$ cat src/rtl/card_table_server.sv
// card_table_server
// This is the responder side of the display card-table interface.
//
// Pending bank (snoop):
//   - CPU data-memory writes to the card slots (BASE_ADDR .. BASE_ADDR+NUM_SLOTS-1)
//     and to the win/loss word (WL_ADDR) are captured into a pending bank.
//
// Display bank (commit):
//   - At a frame boundary (screenEnd) the pending bank is copied into the
//     display bank, one slot per cycle.
//   - This way the VGA controller never shows a half-updated hand.
//
// Ports:
//   clk          system clock, rising edge
//   reset        asynchronous reset, active low
//   mem_addr     CPU data-memory word address
//   mem_data     CPU write data
//   mem_wEn      CPU write strobe
//   screenEnd    one-cycle pulse between frames
//   RAMaddr      display query address (BASE_ADDR + card number)
//   cardIndex    registered sprite index for RAMaddr (0 when out of range)
//   winLoss      committed win/loss code (00 none, 01 win, 10 loss)
//   commit_busy  high while a commit is copying slots
//   dirty        pending bank differs from the last commit
//   range_err    (CARD_RANGE_CHECK_EN only) sticky out-of-range sprite flag
//
// Optional build macro: CARD_RANGE_CHECK_EN
//   - Slots shrink to 4 bits.
//   - Sprite indices >= NUM_IMAGES are replaced by BLANK_INDEX.
//   - The range_err output is added.
//
// Commit FSM
//   state | meaning
//   IDLE  | waiting for screenEnd while dirty
//   COPY  | copying slot copyIdx pending -> display; winLoss on the last slot
module card_table_server #(
    parameter int BASE_ADDR   = 16,
    parameter int NUM_SLOTS   = 10,
    parameter int WL_ADDR     = 26,
    parameter int NUM_IMAGES  = 14,
    parameter int BLANK_INDEX = 13
) (
    input  logic        clk,
    input  logic        reset,
    input  logic [31:0] mem_addr,
    input  logic [31:0] mem_data,
    input  logic        mem_wEn,
    input  logic        screenEnd,
    input  logic [31:0] RAMaddr,
    output logic [31:0] cardIndex,
    output logic [1:0]  winLoss,
    output logic        commit_busy,
    output logic        dirty
`ifdef CARD_RANGE_CHECK_EN
    ,
    output logic        range_err
`endif
);

    localparam int IDX_W = $clog2(NUM_SLOTS);
`ifdef CARD_RANGE_CHECK_EN
    localparam int SLOT_W = 4;
`else
    localparam int SLOT_W = 32;
`endif

    if (BLANK_INDEX >= NUM_IMAGES || NUM_SLOTS < 2) begin : gBadParams
        $error("card_table_server: BLANK_INDEX must be a valid sprite and NUM_SLOTS >= 2");
    end

    typedef enum logic {IDLE, COPY} state_t;

    state_t             state, nextState;
    logic               startCopy;
    logic               lastCopy;
    logic [IDX_W-1:0]   copyIdx;
    logic [SLOT_W-1:0]  pendingSlot [NUM_SLOTS];
    logic [SLOT_W-1:0]  displaySlot [NUM_SLOTS];
    logic [1:0]         pendingWl;
    logic [NUM_SLOTS-1:0] slotHit;
    logic               wlHit;
    logic               anyHit;
    logic [SLOT_W-1:0]  wrVal;
    logic [SLOT_W-1:0]  rdVal;

    // Full 32-bit address compares per slot.
    // Aliased addresses (e.g. upper bits set) never hit a slot.
    always_comb begin
        slotHit = '0;
        rdVal   = '0;
        for (int i = 0; i < NUM_SLOTS; i++) begin
            slotHit[i] = mem_wEn && (mem_addr == 32'(BASE_ADDR + i));
            if (RAMaddr == 32'(BASE_ADDR + i)) begin
                rdVal = displaySlot[i];
            end
        end
    end

    assign wlHit  = mem_wEn && (mem_addr == 32'(WL_ADDR));
    assign anyHit = |slotHit;

`ifdef CARD_RANGE_CHECK_EN
    logic badImage;
    assign badImage = mem_data >= 32'(NUM_IMAGES);
    assign wrVal    = badImage ? SLOT_W'(BLANK_INDEX) : mem_data[SLOT_W-1:0];

    always_ff @(posedge clk or negedge reset) begin
        if (!reset) begin
            range_err <= 1'b0;
        end else if (anyHit && badImage) begin
            range_err <= 1'b1;
        end
    end
`else
    assign wrVal = mem_data;
`endif

    always_ff @(posedge clk or negedge reset) begin
        if (!reset) begin
            state <= IDLE;
        end else begin
            state <= nextState;
        end
    end

    always_comb begin
        nextState   = state;
        commit_busy = 1'b0;
        startCopy   = 1'b0;
        lastCopy    = 1'b0;
        case (state)
            IDLE: begin
                if (screenEnd && dirty) begin
                    startCopy = 1'b1;
                    nextState = COPY;
                end
            end
            COPY: begin
                commit_busy = 1'b1;
                if (copyIdx == IDX_W'(NUM_SLOTS - 1)) begin
                    lastCopy  = 1'b1;
                    nextState = IDLE;
                end
            end
            default: nextState = IDLE;
        endcase
    end

    always_ff @(posedge clk or negedge reset) begin
        if (!reset) begin
            for (int i = 0; i < NUM_SLOTS; i++) begin
                pendingSlot[i] <= SLOT_W'(BLANK_INDEX);
                displaySlot[i] <= SLOT_W'(BLANK_INDEX);
            end
            pendingWl <= 2'b00;
            winLoss   <= 2'b00;
            dirty     <= 1'b0;
            copyIdx   <= '0;
            cardIndex <= '0;
        end else begin
            cardIndex <= 32'(rdVal);

            for (int i = 0; i < NUM_SLOTS; i++) begin
                if (slotHit[i]) begin
                    pendingSlot[i] <= wrVal;
                end
            end
            if (wlHit) begin
                pendingWl <= mem_data[1:0];
            end

            // A write always wins over the clear at commit start, so data that
            // lands after a slot was copied still gets committed next frame.
            if (anyHit || wlHit) begin
                dirty <= 1'b1;
            end else if (startCopy) begin
                dirty <= 1'b0;
            end

            if (startCopy) begin
                copyIdx <= '0;
            end else if (commit_busy) begin
                copyIdx <= lastCopy ? '0 : copyIdx + 1'b1;
            end

            // A write to the slot being copied this cycle is forwarded,
            // since pendingSlot has not yet absorbed it.
            if (commit_busy) begin
                for (int i = 0; i < NUM_SLOTS; i++) begin
                    if (copyIdx == IDX_W'(i)) begin
                        displaySlot[i] <= slotHit[i] ? wrVal : pendingSlot[i];
                    end
                end
            end
            if (lastCopy) begin
                winLoss <= pendingWl;
            end
        end
    end

endmodule
$ cat config.mk
export PLATFORM = sky130hd
export DESIGN_NAME = card_table_server
export DESIGN_NICKNAME = d
export VERILOG_FILES = /design/src/rtl/card_table_server.sv
export SDC_FILE = /design/constraint.sdc
export NUM_CORES = 1
export LEC_CHECK = 0
export ABC_AREA = 1
export BUFFER_PORTS_ARGS = -buffer_cell sky130_fd_sc_hd__buf_2
export CORE_MARGIN = 5
export CORE_UTILIZATION = 33
export CTS_CLUSTER_SIZE = 14
export DETAILED_ROUTE_END_ITERATION = 8
export HOLD_SLACK_MARGIN = 0.05
export PLACE_DENSITY = 0.55
export SYNTH_ARGS = -nofsm -noshare
export SYNTH_HDL_FRONTEND = slang
export SYNTH_SLANG_ARGS = --single-unit
$ cat constraint.sdc
create_clock -name clk -period 2.75 [get_ports clk]
set_clock_uncertainty 0.15 [all_clocks]
set_input_delay 0.1375 -clock clk [delete_from_list [all_inputs] [get_ports clk]]
set_output_delay 0.1375 -clock clk [all_outputs]
set_load 0.005 [all_outputs]
### Word level (Yosys, flattened, before mapping)

Cells that the tools add are included.
Widths: inputs -> output; s select.

| cells by class | value |
|---|---|
| add/subtract/negate cells | 1 |
| equality and inequality tests | 30 |
| mux-type cells | 32 |
| bitwise operators | 1 |
| reductions and logical operators | 27 |

Operators with widths:

| operator | count |
|---|---|
| $eq 32x5->1 const B | 21 |
| $mux 32 | 20 |
| $reduce_and 2->1 | 10 |
| $eq 4x3->1 const B | 4 |
| $logic_and 1x1->1 | 12 |
| $mux 4 | 3 |
| $reduce_or 10->1 | 1 |
| $eq 4x2->1 const B | 2 |
| $eq 4x4->1 const B | 2 |
| $mux 1 | 8 |
| $add 4x1->4 const B | 1 |
| $eq 4x1->1 const B | 1 |
| $logic_not 4->1 | 1 |
| $reduce_bool 2->1 | 2 |
| $pmux 1 s2 | 1 |
| $logic_or 1x1->1 | 1 |
| $not 1->1 | 1 |

| storage, ports and cells | value |
|---|---|
| flip-flop bits (word level) | 682 |
| bits of input ports | 100 |
| output and inout port bits | 36 |
| logic and storage cells | 117 |

### Depth between registers and ports, before layout

Gate-level depths: netlist of run 1.

| depth | value |
|---|---|
| depth in word-level cells | 11 |
| gate-level depth with buffers | 21 |
| mapped depth without buffers | 21 |

### Worst setup path after synthesis of run 1

No wires, ideal clock.

| path | value |
|---|---|
| path kind | register -> register |
| start point | reg copyIdx[0] |
| end point | reg displaySlot[247] (netlist name) |
| library setup time | 0.125 ns |
| arrival | 1.813 ns |
| required time | 2.475 ns |
| slack | 0.662 ns |
| stages on the path, launching flop included | 8 |
| buffers on the path | 2 |
| period minus slack after synthesis | 2.088 ns |
| cell sequence | dfrtp_1 -> inv_1 -> ha_1 -> inv_1 -> nor3_1 -> clkbuf_1 -> buf_2 -> mux2_2 |

| on the way | value |
|---|---|
| word-level cells in the longest chain between the ends | 2 |

Ends and longest elaborated chain:

| element | line | text |
|---|---|---|
| from (decl) | 76 | `logic [IDX_W-1:0] copyIdx;` |
| from (signal assigned) | 183 | `copyIdx <= lastCopy ? '0 : copyIdx + 1'b1;` |
| $eq 4x2->1 | 190 | `if (copyIdx == IDX_W'(i)) begin` |
| $reduce_and 2->1 (no source line) | n/a |  |
| to (signal, indexed assignment) | 153 | `displaySlot[i] <= SLOT_W'(BLANK_INDEX);` |
| to (signal, indexed assignment) | 191 | `displaySlot[i] <= slotHit[i] ? wrVal : pendingSlot[i];` |
| to (decl) | 78 | `logic [SLOT_W-1:0] displaySlot [NUM_SLOTS];` |

Every way passes these cells.
A chain may end at the register's enable or synchronous reset.

### Final worst setup path of run 1

| path | value |
|---|---|
| start point | in mem_wEn |
| end point | reg pendingWl[1] |

| on the way | value |
|---|---|
| word-level cells in the longest chain between the ends | 1 |

Ends and longest elaborated chain:

| element | line | text |
|---|---|---|
| from (decl) | 47 | `input logic mem_wEn,` |
| $logic_and 1x1->1 | 99 | `assign wlHit = mem_wEn && (mem_addr == 32'(WL_ADDR));` |
| to (signal assigned) | 169 | `pendingWl <= mem_data[1:0];` |
| to (decl) | 79 | `logic [1:0] pendingWl;` |

Every way passes these cells.

==> results of run 1 <==
## cell families after synthesis
kind of cell             Yosys count  share of synthesized area
buffers and inverters            462                     0.0683
AO/OA/AOI/OAI                    780                      0.146
XOR/XNOR                           2                   0.000624
adder cells (fa/ha/maj)            4                    0.00178
multiplexers                     118                     0.0473
AND/OR/NAND/NOR                  887                      0.126
flip-flops                       682                      0.610
## cells in the mapped netlist (3+ instances only)
master,instances,area share
o21ai_0,433,0.077
nor2_2,3,0.00067
nor3_1,8,0.0014
o211ai_1,24,0.0064
o21bai_1,3,0.00080
dfstp_2,60,0.056
o21ai_1,201,0.036
a21oi_1,62,0.011
buf_6,11,0.0044
mux2_2,118,0.047
nand4_1,5,0.0011
buf_4,9,0.0024
nand2_1,714,0.095
nand3_1,47,0.0084
nand3b_1,3,0.00080
inv_2,5,0.00067
nor2_1,94,0.013
buf_2,45,0.0080
ha_1,4,0.0018
nand2_2,4,0.00089
o22ai_1,30,0.0067
inv_1,285,0.038
o21ai_2,26,0.0081
buf_1,6,0.00080
dfrtp_1,622,0.55
clkbuf_1,99,0.013
## worst register-to-register path: stages, from the launching register on
cell and delay, ps:
dfrtp_1 400, inv_1 120, ha_1 180, nand2_1 190
nor2_4 560, buf_4 300, nand2_1 70, o21ai_0 90
## flip-flops by register name, summed over array words and instances (netlist names)
register	count
dirty	1
pendingSlot	320
state	1
displaySlot	320
pendingWl	2
cardIndex	32
copyIdx	4
winLoss	2
## final cells by class
type / count / area share
sequential: 682 / 0.503
multi-input combinational: 1791 / 0.269
timing repair buffer: 335 / 0.0805
clock buffer: 110 / 0.0634
tap: 1144 / 0.0420
inverter: 291 / 0.0321
clock inverter: 21 / 0.00948
antenna: 2 / 0.000147
## path summary, 6_finish.rpt
path / endpoint / from / depth (start not counted) / slack [ps]
max: pendingWl[1] / mem_wEn / 10 / 350
min: pendingSlot[290] / reset / 2 / 80
max reg2reg: displaySlot[154] / copyIdx[1] / 7 / 590
min reg2reg: pendingSlot[171] / pendingSlot[171] / 2 / 310
max in group asynchronous: cardIndex[22] / reset / 4 / 1840
min in group clk: cardIndex[10] / RAMaddr[1] / 8 / 80
## power by group
part           internal (uW)  switching (uW)  leakage [uW]
logic                    141             387       0.00529
registers              10000        0.000916       0.00929
clock network           6170            4070       0.00122
## cell usage in the layout (no fill, tap or decap), drive strengths merged, types with 2 or more instances in the layout
master,instances
inv,293
diode,2
dlygate4sd3,42
o21ai,660
mux2,118
nand3,50
nand2,718
nor4,2
nor3,11
dfrtp,622
clkinv,10
buf,293
clkbuf,110
nand4,5
a21oi,62
ha,4
o22ai,30
nand3b,3
dfstp,60
o21bai,3
bufinv,8
o211ai,24
nor2,98
## routing by layer
metal | routed length [um] | global-route usage | share of wire | vias up
met4 | 1720 | 0.0425 | 0.022 | 0
met5 | 0 | 0 | 0 | -
met2 | 38000 | 0.292 | 0.49 | 367
met3 | 3120 | 0.0273 | 0.040 | 106
li1 | - | - | - | 10000
met1 | 35400 | 0.234 | 0.45 | 10000
## per-stage QoR
step | instance area, um2 | util | power [uW] | worst slack [ps] | hold slack (ps)
global route | 34100 | 0.401 | 21500 | 174 | 87.4
detailed placement | 31100 | 0.367 | 10700 | 233 | -44.7
CTS | 34100 | 0.401 | 21100 | 370 | 61.7
finish | 34100 | 0.401 | 20800 | 351 | 76.7
global placement | 31100 | 0.367 | 10700 | 234 | -43.9
floorplan | 28100 | - | 10300 | 662 | -308
==> flow_summary.toml, run 1 <==
[outcome]
status = "complete, no violations"

[critical_path]
critPathKind = "in -> reg"
worst_path_most_repeated_cell = "dlygate4sd3_1"
path_delay_family = "buffers and inverters"
crit_path_start_kind = "primary input"
worstPathArrival_ps = 2740
required_ps = 3090
critPathCaptureType = "flop"
max_stage_delay_ps = 550
path_cells = "dlygate4sd3_1 > buf_2 > nand3_1 > nor2_1 > nand3_1 > buf_4 > nor2_1 > dlygate4sd3_1 > a21oi_1 > dlygate4sd3_1"
cp_slowest_cell = "dlygate4sd3_1"
cp_max_fo = 12
crit_buf_inv = 5

[synth]
yosysUniqueCellTypes = 37
synth_fp_nets = 3039
synth-edff-count = 0
syn_area_um2 = 28100
synthArstFlopShare = 1.00
synth_area_per_cell_um2 = 9.57
synth.ff_latch_count = 682
synthCells = 2935
synth.yosys.seq_area_share = 0.610
ys.flop_type = "dfrtp_1"
yosys_warnings = 0

[grt]
track_usage = 0.172
grt_pass1_wl_mm = 123
grt_overflow = 0
grt_pass1_vias = 20800
antenna_found_initial = 3
grt_max_degree = 88

[power_and_ir_drop]
p_per_area_nw_per_um2 = 611
p_leak_uw = 0.0158
ir_worst_vdd_mv = 0.423

[timing]
rsz0062_at_grt = "false"
final.setup.tns_ps = 0
slew_viol_final = 0
min_period_over_period = 0.872
setup_violations = 0
hold_viol_final = 0
relSlewSlack = 0.557
period_minus_slack_ps = 2400
clock.fmax_ghz = 0.417
worst_slew_pin_slew_ps = 665

[drt]
drt_wl_total_mm = 78.2
first_pass_iters = 6
routedWlPerCell_um = 17.9
drc = 0
initialDrtViolationCount = 1341
via_per_inst = 4.70
ant_nets = 0
vias = 20600

[clocking]
cts_tree = "yes"
root_buffer = "clkbuf_16"
cts.sinks = 682
cts_htree_levels = 3
numCtsBuffers = 71
cts_resized = 0
cts_setup_buffers = 0
clock_latency_ps = 610
hold_buffers = 43
clk_path_buf_depth = 3
clk_pin_slew_worst_paths_ps = 60

[floorplan]
die_area_um2 = 91100
core_area_um2 = 84900
ios = 136
die_w_um = 302
initial_utilization = 0.331
die_h_um = 302
row_count = 107

[layout]
layout.nets = 3276
area_growth_pct = 21.2
ff_latch_area_um2 = 17100
drive_gt1_frac = 0.201
num-fill-cells = 8454
fin_cells = 4376
multi_input_area_um2 = 9170

[place]
routabilityCongestion = 0.783
post-dp-hpwl_mm = 50.9
dp.cells = 4200
place.port_buffers = 135

[hold_path]
hold_path.class = "in -> async"

[job]
maxCapViolations = 0
(Power assumes the default switching activity.)
==> run 2, diff against run 1 <==
--- a/config.mk
+++ b/config.mk
@@ -9,6 +9,7 @@
 export BUFFER_PORTS_ARGS = -buffer_cell sky130_fd_sc_hd__buf_2
 export CORE_MARGIN = 5
 export CORE_UTILIZATION = 33
+export CTS_BUF_LIST = sky130_fd_sc_hd__clkbuf_8
 export CTS_CLUSTER_SIZE = 14
 export DETAILED_ROUTE_END_ITERATION = 8
 export HOLD_SLACK_MARGIN = 0.05
==> flow_summary.toml, run 2 (synthesized netlist as in run 1, its figures left out) <==
[outcome]
status = "complete, no violations"

[timing]
min_period_over_period = 0.985
rsz0062_at_grt = "true"
timing.final.ws_setup_ps = 42.5
hold_ws_ps = 114
setup_violations = 0
worst_slew_pin_slew_ps = 673
hold_viol_final = 0
clock.fmax_ghz = 0.369
slew_viol_final = 0
relSlewSlack = 0.551
period_minus_slack_ps = 2710

[clocking]
cts_htree_levels = 3
clk_path_buf_depth = 3
cts.sinks = 682
numCtsBuffers = 111
root_buffer = "clkbuf_8"
clk_pin_slew_worst_paths_ps = 60
cts_tree = "yes"
clock_latency_ps = 710

[layout]
reg_top3 = "displaySlot x320, pendingSlot x320, cardIndex x32"
drive_gt1_frac = 0.211
postLayoutCoreUtil = 0.402
num-fill-cells = 8500
layout.nets = 3335
final_area_um2 = 34100
area_growth_pct = 21.4
mostFrequentLayoutCell = "nand2_1"
layout_common_cells = "nand2_1, dfrtp_1, o21ai_0, inv_1, o21ai_1"

[critical_path]
r2r_slack_ps = 560
worstReg2RegStart = "copyIdx[1]"
timing.rr.end = "displaySlot[133]"
crit_path_start_kind = "primary input"
critPathCaptureType = "flop"
required_ps = 3190
worst_r2r_path_depth = 7
critPathKind = "in -> reg"
cp_max_fo = 16
worstPathArrival_ps = 3150

[floorplan]
die_h_um = 302
die_area_um2 = 91100
initial_utilization = 0.331
row_count = 107
core_area_um2 = 84900
die_w_um = 302
ios = 136

[power_and_ir_drop]
ir_worst_vdd_mv = 0.330
p_leak_uw = 0.0161
p_per_area_nw_per_um2 = 573

[place]
routabilityCongestion = 0.783
place.port_buffers = 135
placed_area_um2 = 31100
post-dp-hpwl_mm = 50.9
pre_cts_ws_ps = 233

[drt]
ant_nets = 0
first_pass_iters = 5
initialDrtViolationCount = 1356
drc = 0
vias = 20900
via_per_inst = 4.68
routedWlPerCell_um = 17.9
drt_wl_total_mm = 80.0

[hold_path]
whs_endpoint = "cardIndex[18]"
worstHoldPathCells = 7
min_from = "RAMaddr[1]"
hold_path.class = "in -> reg"

[grt]
grt_overflow = 0
track_usage = 0.174
grt_pass1_vias = 21100
grt_max_degree = 88
antenna_found_initial = 4
grt_pass1_wl_mm = 124

[job]
maxCapViolations = 0
==> run 2: power breakdown <==
group | switching [uW] | total (uW) | internal [uW]
combinational | 394 | 545 | 151
sequential | 0.000830 | 10000 | 10000
clock | 4120 | 8940 | 4830
total | 4510 | 19500 | 15000
==> run 2: timing repair <==
item	in CTS	in global routing
gates resized for setup	0	5
setup endpoints to repair	0	2
hold buffers	58	0
setup buffers	0	1
endpoints found under the hold margin	1280	0
==> run 2: worst max path at each step <==
stage                     start               end  slack (ps)  cells past startpoint
finish              mem_addr[1]  pendingSlot[168]          40                     12
CTS                 mem_addr[1]             dirty           8                     14
floorplan            copyIdx[0]  displaySlot[247]         660                      7
global placement    RAMaddr[31]     cardIndex[23]         230                     15
global route        mem_addr[0]             dirty         -20                     14
detailed placement  RAMaddr[17]     cardIndex[24]         230                     15
==> run 2: cell type report <==
class,count,area [um2],area share
clock inverter,58,298,0.00873
multi-input combinational,1791,9180,0.269
clock buffer,143,1970,0.0577
sequential,682,17100,0.503
antenna,4,10.0,0.000294
timing repair buffer,354,2980,0.0874
tap,1144,1430,0.0420
inverter,291,1090,0.0320
==> run 2: worst max-delay path, cell delays in order <==
cell           delay (ps)
dlygate4sd3_1         530
buf_2                 140
nor2_1                 90
dlygate4sd3_1         600
nand3_1               110
nor2_2                180
nand3_4               180
buf_12                190
buf_4                 210
nand2_1               110
o21ai_2                60
dlygate4sd3_1         570
==> run 2: per-stage QoR <==
| stage | cells | total power [uW] | TNS, ps |
|---|---|---|---|
| after floorplan | 2935 | 10300 | 0 |
| after global placement | 4200 | 10700 | 0 |
| after detailed placement | 4200 | 10700 | 0 |
| after CTS | 4459 | 19800 | 0 |
| after global routing | 4464 | 20300 | -43.2 |
| final | 4467 | 19500 | 0 |
==> run 2: layer usage <==
layer / GRT usage / wire length [um] / share of wire / vias to the layer above
met4: 0.0460 / 1670 / 0.021 / 0
li1: - / - / - / 10200
met5: 0 / 0 / 0 / -
met2: 0.293 / 38700 / 0.48 / 387
met1: 0.236 / 36600 / 0.46 / 10200
met3: 0.0253 / 3100 / 0.039 / 128
